[config.mk]
export PLATFORM = sky130hd
export DESIGN_NAME = if_stage_flat
export DESIGN_NICKNAME = d
export VERILOG_FILES = /design/src/rtl/if_stage_if.sv /design/src/rtl/if_stage.sv /design/src/flat_wrapper.sv
export SDC_FILE = /design/constraint.sdc
export NUM_CORES = 1
export LEC_CHECK = 0
export CAP_MARGIN = 20
export CELL_PAD_IN_SITES_DETAIL_PLACEMENT = 1
export CELL_PAD_IN_SITES_GLOBAL_PLACEMENT = 1
export CORE_AREA = 2 2 210 109
export CTS_CLUSTER_DIAMETER = 100
export DETAILED_ROUTE_END_ITERATION = 7
export DIE_AREA = 0 0 212 111
export PLACE_DENSITY = 0.79
export SLEW_MARGIN = 0
export SYNTH_ARGS = -nofsm -noshare
export SYNTH_HDL_FRONTEND = slang
export SYNTH_SLANG_ARGS = --single-unit
export TNS_END_PERCENT = 10
[constraint.sdc]
create_clock -name clk -period 2.7 [get_ports clk]
set_input_delay 0.54 -clock clk [delete_from_list [all_inputs] [get_ports clk]]
set_output_delay 0.54 -clock clk [all_outputs]
set_load 0.01 [all_outputs]
[src/rtl/if_stage_if.sv]
// Instruction-memory bus between the fetch stage (master) and instruction memory (slave).
// One request is accepted when imem_req and imem_ready are both high; the response follows later.
interface if_stage_if #(
  parameter int XLEN = 32
);
  logic            imem_req;
  logic [XLEN-1:0] imem_addr;
  logic            imem_ready;
  logic            imem_rvalid;
  logic [31:0]     imem_rdata;

  modport master (
    output imem_req,
    output imem_addr,
    input  imem_ready,
    input  imem_rvalid,
    input  imem_rdata
  );

  modport slave (
    input  imem_req,
    input  imem_addr,
    output imem_ready,
    output imem_rvalid,
    output imem_rdata
  );
endinterface

[src/rtl/if_stage.sv]
// Instruction-fetch stage with integrated IF/ID register: one outstanding fetch at a time,
// a one-entry skid buffer for responses arriving during an ID stall, and EX redirect handling.
module if_stage #(
  parameter int              XLEN     = 32,
  parameter logic [XLEN-1:0] RESET_PC = {XLEN{1'b0}},
  parameter logic [31:0]     NOP      = 32'h0000_0013
) (
  input  logic            clk,
  input  logic            rst,
  input  logic            pcwrite,
  input  logic            ifidwrite,
  input  logic            branch_taken_ex,
  input  logic [XLEN-1:0] branch_target_ex,
  if_stage_if.master      imem,
  output logic [XLEN-1:0] pc_id,
  output logic [31:0]     instr_id,
  output logic            valid_id
);

  typedef enum logic [1:0] {
    S_IDLE  = 2'd0,
    S_FETCH = 2'd1,
    S_WAIT  = 2'd2,
    S_HOLD  = 2'd3
  } state_t;

  localparam logic [XLEN-1:0] PC_STEP = XLEN'(32'd4);

  state_t          state;
  state_t          state_nxt;
  logic [XLEN-1:0] pc;
  logic [XLEN-1:0] pc_nxt;
  logic [XLEN-1:0] fetch_pc;
  logic [XLEN-1:0] fetch_pc_nxt;
  logic            drop;
  logic            drop_nxt;
  logic [XLEN-1:0] buf_pc;
  logic [XLEN-1:0] buf_pc_nxt;
  logic [31:0]     buf_instr;
  logic [31:0]     buf_instr_nxt;
  logic [XLEN-1:0] pc_id_nxt;
  logic [31:0]     instr_id_nxt;
  logic            valid_id_nxt;
  logic            req;
  logic            accept;

  // A redirect suppresses the request in the same cycle so the stale PC is never accepted.
  assign req            = (state == S_FETCH) & pcwrite & ~branch_taken_ex;
  assign accept         = req & imem.imem_ready;
  assign imem.imem_req  = req;
  assign imem.imem_addr = pc;

  // Next-state, PC, skid-buffer and IF/ID update logic.
  always_comb begin
    state_nxt     = state;
    pc_nxt        = pc;
    fetch_pc_nxt  = fetch_pc;
    drop_nxt      = drop;
    buf_pc_nxt    = buf_pc;
    buf_instr_nxt = buf_instr;
    pc_id_nxt     = pc_id;
    instr_id_nxt  = instr_id;
    valid_id_nxt  = valid_id;

    // With ID advancing and nothing new to hand over, IF/ID takes a bubble.
    if (ifidwrite) begin
      valid_id_nxt = 1'b0;
      instr_id_nxt = NOP;
    end else begin
      valid_id_nxt = valid_id;
      instr_id_nxt = instr_id;
    end

    if (branch_taken_ex) begin
      pc_nxt       = branch_target_ex;
      valid_id_nxt = 1'b0;
      instr_id_nxt = NOP;
      // The skid buffer is abandoned simply by leaving HOLD; its contents are never read again.
      if ((state == S_WAIT) && !imem.imem_rvalid) begin
        drop_nxt  = 1'b1;
        state_nxt = S_WAIT;
      end else begin
        drop_nxt  = 1'b0;
        state_nxt = S_FETCH;
      end
    end else begin
      case (state)
        S_IDLE: begin
          state_nxt = S_FETCH;
        end
        S_FETCH: begin
          if (accept) begin
            fetch_pc_nxt = pc;
            pc_nxt       = pc + PC_STEP;
            state_nxt    = S_WAIT;
          end else begin
            state_nxt = S_FETCH;
          end
        end
        S_WAIT: begin
          if (imem.imem_rvalid) begin
            if (drop) begin
              drop_nxt  = 1'b0;
              state_nxt = S_FETCH;
            end else if (ifidwrite) begin
              pc_id_nxt    = fetch_pc;
              instr_id_nxt = imem.imem_rdata;
              valid_id_nxt = 1'b1;
              state_nxt    = S_FETCH;
            end else begin
              buf_pc_nxt    = fetch_pc;
              buf_instr_nxt = imem.imem_rdata;
              state_nxt     = S_HOLD;
            end
          end else begin
            state_nxt = S_WAIT;
          end
        end
        S_HOLD: begin
          if (ifidwrite) begin
            pc_id_nxt    = buf_pc;
            instr_id_nxt = buf_instr;
            valid_id_nxt = 1'b1;
            state_nxt    = S_FETCH;
          end else begin
            state_nxt = S_HOLD;
          end
        end
        default: begin
          drop_nxt  = 1'b0;
          state_nxt = S_IDLE;
        end
      endcase
    end
  end

  // State, PC and IF/ID registers; reset abandons any in-flight request.
  always_ff @(posedge clk or negedge rst) begin
    if (!rst) begin
      state     <= S_IDLE;
      pc        <= RESET_PC;
      fetch_pc  <= RESET_PC;
      drop      <= 1'b0;
      buf_pc    <= {XLEN{1'b0}};
      buf_instr <= 32'h0000_0000;
      pc_id     <= {XLEN{1'b0}};
      instr_id  <= NOP;
      valid_id  <= 1'b0;
    end else begin
      state     <= state_nxt;
      pc        <= pc_nxt;
      fetch_pc  <= fetch_pc_nxt;
      drop      <= drop_nxt;
      buf_pc    <= buf_pc_nxt;
      buf_instr <= buf_instr_nxt;
      pc_id     <= pc_id_nxt;
      instr_id  <= instr_id_nxt;
      valid_id  <= valid_id_nxt;
    end
  end

endmodule
[src/flat_wrapper.sv]
// flat-port wrapper written by rule: the top's interface ports become plain ports
module if_stage_flat 
#(
  parameter int              XLEN     = 32,
  parameter logic [XLEN-1:0] RESET_PC = {XLEN{1'b0}},
  parameter logic [31:0]     NOP      = 32'h0000_0013
)
  (clk, rst, pcwrite, ifidwrite, branch_taken_ex, branch_target_ex, pc_id, instr_id, valid_id, imem_imem_req, imem_imem_addr, imem_imem_ready, imem_imem_rvalid, imem_imem_rdata);
  if_stage_if #(.XLEN(XLEN)) imem_i ();
  input  logic clk;
  input  logic rst;
  input  logic pcwrite;
  input  logic ifidwrite;
  input  logic branch_taken_ex;
  input  logic [XLEN-1:0] branch_target_ex;
  output logic [XLEN-1:0] pc_id;
  output logic [31:0] instr_id;
  output logic valid_id;
  output wire logic [$bits(imem_i.imem_req)-1:0] imem_imem_req;
  output wire logic [$bits(imem_i.imem_addr)-1:0] imem_imem_addr;
  input wire logic [$bits(imem_i.imem_ready)-1:0] imem_imem_ready;
  input wire logic [$bits(imem_i.imem_rvalid)-1:0] imem_imem_rvalid;
  input wire logic [$bits(imem_i.imem_rdata)-1:0] imem_imem_rdata;
  assign imem_imem_req = imem_i.imem_req;
  assign imem_imem_addr = imem_i.imem_addr;
  assign imem_i.imem_ready = imem_imem_ready;
  assign imem_i.imem_rvalid = imem_imem_rvalid;
  assign imem_i.imem_rdata = imem_imem_rdata;
  if_stage #(.XLEN(XLEN), .RESET_PC(RESET_PC), .NOP(NOP)) u_core (.clk(clk), .rst(rst), .pcwrite(pcwrite), .ifidwrite(ifidwrite), .branch_taken_ex(branch_taken_ex), .branch_target_ex(branch_target_ex), .imem(imem_i), .pc_id(pc_id), .instr_id(instr_id), .valid_id(valid_id));
endmodule
==> impl_metrics.json, run 1 <==
{
  "first_pass_iters": 5,
  "grt_max_degree": 70,
  "finalSetupViolCount": 0,
  "slew-limit-headroom_pct": 55.5,
  "via_per_inst": 5.38,
  "nets": 1051,
  "rows": 39,
  "syn-cell-area_mm2": 0.00874,
  "regArea_mm2": 0.00491,
  "r2r_end": "u_core.imem.imem_addr[28]",
  "root_buffer": "clkbuf_16",
  "antenna_found_initial": 0,
  "clk_latency_ns": 0.44,
  "cts.sinks": 196,
  "dpl.hpwl_um": 18300,
  "via_count": 6987,
  "crit_type": "reg2out",
  "antenna_left": 0,
  "synth.area.top_cells": "dfrtp_1 (55%), mux2_1 (8.6%), nand2_1 (6.8%)",
  "ff2ff_path_depth": 6,
  "syn2layout_area_growth_pct": 31.8,
  "drive_above_1_share_pct": 8.47,
  "ios": 169,
  "synth_cell_types": 49,
  "post-route-drc-count": 0,
  "synth_top_family_by_area": "simple AND/OR/NAND/NOR gates",
  "synth_mux_area_share_pct": 13.0,
  "gp_congestion": 0.819,
  "synth_adder_area_share_pct": 0.143,
  "wl_um": 26000,
  "critPathArrivalTime_ns": 2.01,
  "yosys.area_share.simple_pct": 15.4,
  "status": "completed",
  "track_usage_pct": 23.7,
  "synth_compound_area_share_pct": 12.0,
  "pre_cts_slack_ns": 0.152,
  "critPathMaxStageDelay_ns": 0.58,
  "dr_wl_met3_um": 1110,
  "clkTransAtPathRegs_ns": 0.07,
  "yosysSeqAreaShare_pct": 56.2,
  "clock_skew_ns": 0.00748,
  "hold_buffers": 0,
  "setup_tns_ns": 0,
  "fin_ws_ns": 0.152,
  "synthCells": 808,
  "powerDensity_mw_per_mm2": 662,
  "drv_cap": 0,
  "synth.most_common_cell": "dfrtp_1",
  "yosys.area.top_type": "dfrtp_1",
  "grt-ovfl-total": 0,
  "synth_edf_count": 0,
  "crit_slowest_cell": "clkdlybuf4s50_1",
  "critPathMaxFanout": 8,
  "p_leak_nw": 5.19,
  "cts_htree_levels": 4,
  "end_kind": "primary output",
  "synth_seq_cells": 196,
  "cts_resized": 0,
  "cts_made_buffers": 17,
  "port-buffer-count": 168,
  "hold_class": "in2async",
  "die_width_um": 212,
  "fmax_mhz": 393,
  "synth_xor_area_share_pct": 0,
  "met1_length_um": 13100,
  "crit_chain": "and4bb_1, buf_4, clkdlybuf4s50_1",
  "synth_warnings": 0,
  "synthArstFlopShare_pct": 100,
  "syn_area_per_cell_um2": 10.8,
  "synth_common_cells": "dfrtp_1 (193), nand2_1 (159), mux2_1 (67)",
  "rr_startpoint": "u_core.imem.imem_addr[3]",
  "route.detailed.wl_per_inst_um": 20.0,
  "rsz0062_at_grt": "false",
  "vdd_drop_max_v": 0.000468,
  "first_global_vias": 7513,
  "fillerInstances": 2354,
  "drv_slew": 0,
  "worst_hold_slack_ns": 0.109,
  "top_layer_used": "met4",
  "cts_setup_buffers": 0,
  "die-area_mm2": 0.0235,
  "finalHoldViolations": 0,
  "dominantRegCellSynth": "dfrtp_1",
  "antenna_cells": 0,
  "grt_pass1_wl_um": 42800,
  "tightest_slew_ns": 0.665,
  "syn_nets": 880,
  "yosys.area.top_type_share_pct": 55.3,
  "placed_area_mm2": 0.0109,
  "required_ns": 2.16,
  "drtIter0Drc": 439,
  "dr_wl_met2_um": 11400,
  "cp-start-kind": "register",
  "die_y_um": 111,
  "coreArea_mm2": 0.0220,
  "rrSetupSlack_ns": 0.38,
  "clock_path_buffers": 2,
  "postLayoutCellArea_mm2": 0.0115,
  "initial_utilization_pct": 39.7,
  "cts_tree": "done",
  "period_share_pct": 94.4,
  "fin_crit_ns": 2.55,
  "multiInputGateArea_mm2": 0.00357
}
-- sequential cells by signal, summed over array words and instances (netlist names) --
name	cells
u_core.instr_id	32
u_core.buf_pc	32
u_core.fetch_pc	32
u_core.state	2
u_core.pc_id	32
u_core.drop	1
u_core.imem.imem_addr	32
u_core.valid_id	1
u_core.buf_instr	32
-- power by group --
group	switching [mW]	internal [mW]	total, mW	leakage [nW]
clock	1.12	1.50	2.62	0.283
sequential	0.296	3.30	3.59	2.57
combinational	0.680	0.728	1.41	2.34
total	2.10	5.53	7.62	5.19
-- metal layers --
metal | vias to the layer above | GRT usage [%]
met5 | - | 0
met4 | 0 | 6.81
met3 | 29 | 4.53
met2 | 154 | 34.4
met1 | 3598 | 35.9
li1 | 3206 | -
-- cells in the final DEF (no fill, tap or decap), types with 10 or more instances in the layout --
| cell type | netlist | layout |
|---|---|---|
| mux2i_1 | 38 | 38 |
| a22oi_1 | 24 | 24 |
| nand2_1 | 159 | 158 |
| clkdlybuf4s50_1 | 0 | 165 |
| nand3_1 | 18 | 18 |
| buf_4 | 1 | 33 |
| and3_1 | 10 | 10 |
| o211ai_1 | 10 | 10 |
| a21oi_1 | 14 | 14 |
| mux2_1 | 67 | 67 |
| nor2b_1 | 11 | 10 |
| o21ai_1 | 47 | 47 |
| a211oi_1 | 22 | 22 |
| dfrtp_1 | 193 | 193 |
| nor2_1 | 46 | 46 |
| clkbuf_16 | 0 | 17 |
-- area by class of cell --
type	instances	share of cell area (%)
Sequential cell	196	42.6
Clock buffer	23	4.06
Tap cell	307	3.33
Timing Repair Buffer	207	17.7
Multi-Input combinational cell	552	31.0
Inverter	5	0.163
Clock inverter	9	1.11
-- per-stage QoR --
stage	utilization (%)	instances	total power, mW
2_1_floorplan	-	808	4.16
4_1_cts	52.4	1299	7.72
3_5_place_dp	49.6	1267	5.06
5_1_grt	52.4	1299	8.04
6_report	52.4	1299	7.62
3_3_place_gp	49.6	1267	5.00
-- cell families after synthesis --
logic type | after synthesis
buffers and inverters | 60
DFF | 196
AOI/OAI and AO/OA | 155
and+or+nand+nor | 291
adders and majority gates | 1
muxes | 105
-- worst max-delay path: cells and delay by family (launching register included) --
kind | cells | cell delay (ns)
buffers and inverters | 2 | 0.75
flip-flops | 1 | 0.49
AND/OR/NAND/NOR | 1 | 0.32
-- how the worst max path moves through the flow --
stage | from | end | slack (ns)
after floorplan | branch_taken_ex | u_core.imem.imem_addr[26] | 0.53
after global placement | pcwrite | imem_imem_req | 0.20
after detailed placement | imem_imem_rvalid | u_core.buf_instr[12] | 0.15
after CTS | u_core.state[1] | imem_imem_req | 0.11
after global routing | u_core.state[1] | imem_imem_req | 0.08
final | u_core.state[1] | imem_imem_req | 0.15
No activity file was read; power rests on OpenSTA's default activity.
==> run 2, diff against run 1 <==
- MAX_ROUTING_LAYER: default -> met4
==> run 2 against run 1 <==
Critical path depth unchanged. Non-clock buffer count unchanged. Largest cell class unchanged. Combinational power about the same. First-iteration DRC count down 0.23%. Sequential power about the same. Critical endpoint unchanged.
==> impl_metrics.json, run 2 (synthesized netlist as in run 1, its figures left out) <==
{
  "wl_um": 26100,
  "crit_chain": "and4bb_1, buf_4, clkdlybuf4s50_1",
  "route.detailed.wl_per_inst_um": 20.1,
  "cts_resized": 0,
  "busiest_layer": "met1",
  "drv_slew": 0,
  "drtIter0Drc": 438,
  "p_leak_nw": 5.19,
  "required_ns": 2.16,
  "gr-usage-met3_pct": 4.39,
  "track_usage_pct": 24.4,
  "ios": 169,
  "finalSetupViolCount": 0,
  "grt-ovfl-total": 0,
  "first_global_vias": 7516,
  "critPathMaxStageDelay_ns": 0.58,
  "rows": 39,
  "fin_ws_ns": 0.159,
  "die_width_um": 212,
  "die_y_um": 111,
  "die-area_mm2": 0.0235,
  "fmax_mhz": 394,
  "cts_setup_buffers": 0,
  "critPathMaxFanout": 8,
  "rsz0062_at_grt": "false",
  "via_count": 6985,
  "antenna_left": 0,
  "cts_made_buffers": 17,
  "cts.sinks": 196,
  "crit_family": "buffers and inverters",
  "drv_cap": 0,
  "clk_latency_ns": 0.44,
  "clock_skew_ns": 0.00726,
  "dpl.hpwl_um": 18300,
  "antenna_cells": 0,
  "syn2layout_area_growth_pct": 31.8,
  "final_common_cell": "dfrtp_1",
  "first_pass_iters": 4,
  "grt_pass1_wl_um": 42900,
  "finish.utilization_pct": 52.4,
  "finalHoldViolations": 0,
  "pre_cts_slack_ns": 0.152,
  "grt_max_degree": 70,
  "drive_above_1_share_pct": 8.47,
  "clock_path_buffers": 2,
  "antenna_found_initial": 0,
  "cp-start-kind": "register",
  "powerDensity_mw_per_mm2": 662,
  "gp_congestion": 0.831,
  "nets": 1051,
  "status": "completed",
  "critPathArrivalTime_ns": 2.00,
  "crit_slowest_cell": "clkdlybuf4s50_1",
  "crit_type": "reg2out",
  "hold_buffers": 0,
  "worst_hold_slack_ns": 0.120,
  "cp-startpoint": "u_core.state[1]",
  "slew-limit-headroom_pct": 55.2,
  "clkTransAtPathRegs_ns": 0.07,
  "via_per_inst": 5.38,
  "setup_tns_ns": 0,
  "hold_class": "in2async",
  "mostFrequentLayoutCells": "dfrtp_1 (193), clkdlybuf4s50_1 (165), nand2_1 (158)",
  "post-route-drc-count": 0,
  "port-buffer-count": 168,
  "crit_buf_inv": 2,
  "cts_tree": "done",
  "tightest_slew_ns": 0.669,
  "vdd_drop_max_v": 0.000459,
  "initial_utilization_pct": 39.7,
  "cts_htree_levels": 4,
  "coreArea_mm2": 0.0220,
  "period_share_pct": 94.1,
  "gr-usage-met2_pct": 34.4,
  "fillerInstances": 2354,
  "root_buffer": "clkbuf_16",
  "fin_crit_ns": 2.54,
  "total_power_mw": 7.63,
  "end_kind": "primary output",
  "grtUsageMet1_pct": 36.1,
  "rr_startpoint": "u_core.imem.imem_addr[3]"
}
[run 2: layout make-up]
type,count,area [um2],share of cell area [%]
Timing Repair Buffer,207,2040,17.7
Inverter,5,18.8,0.163
Sequential cell,196,4910,42.6
Tap cell,307,384,3.33
Multi-Input combinational cell,552,3570,31.0
Clock inverter,9,128,1.11
Clock buffer,23,468,4.06
[run 2: final timing paths]
kind | depth (start not counted) | end | slack, ns
max reg2reg | 6 | u_core.imem.imem_addr[28] | 0.39
min reg2reg | 2 | u_core.pc_id[26] | 0.49
max in group asynchronous | 2 | u_core.instr_id[13] | 1.81
min | 1 | u_core.pc_id[20] | 0.12
min in group clk | 2 | u_core.pc_id[26] | 0.49
max | 3 | imem_imem_req | 0.16
[run 2: power breakdown]
group	leakage (nW)	internal, mW	total, mW	switching, mW
logic	2.34	0.728	1.41	0.680
clock network	0.283	1.50	2.63	1.13
registers	2.57	3.30	3.59	0.296
[run 2: routing by layer]
metal	vias to the layer above	part of all wire, %
met5	-	0
met4	0	1.3
met2	172	44
li1	3208	-
met1	3579	50
met3	26	4.5
[run 2: per-stage QoR]
stage,instances,area (um2)
after floorplan,808,8740
after global placement,1267,10900
after detailed placement,1267,10900
after CTS,1299,11500
after global routing,1299,11500
final,1299,11500
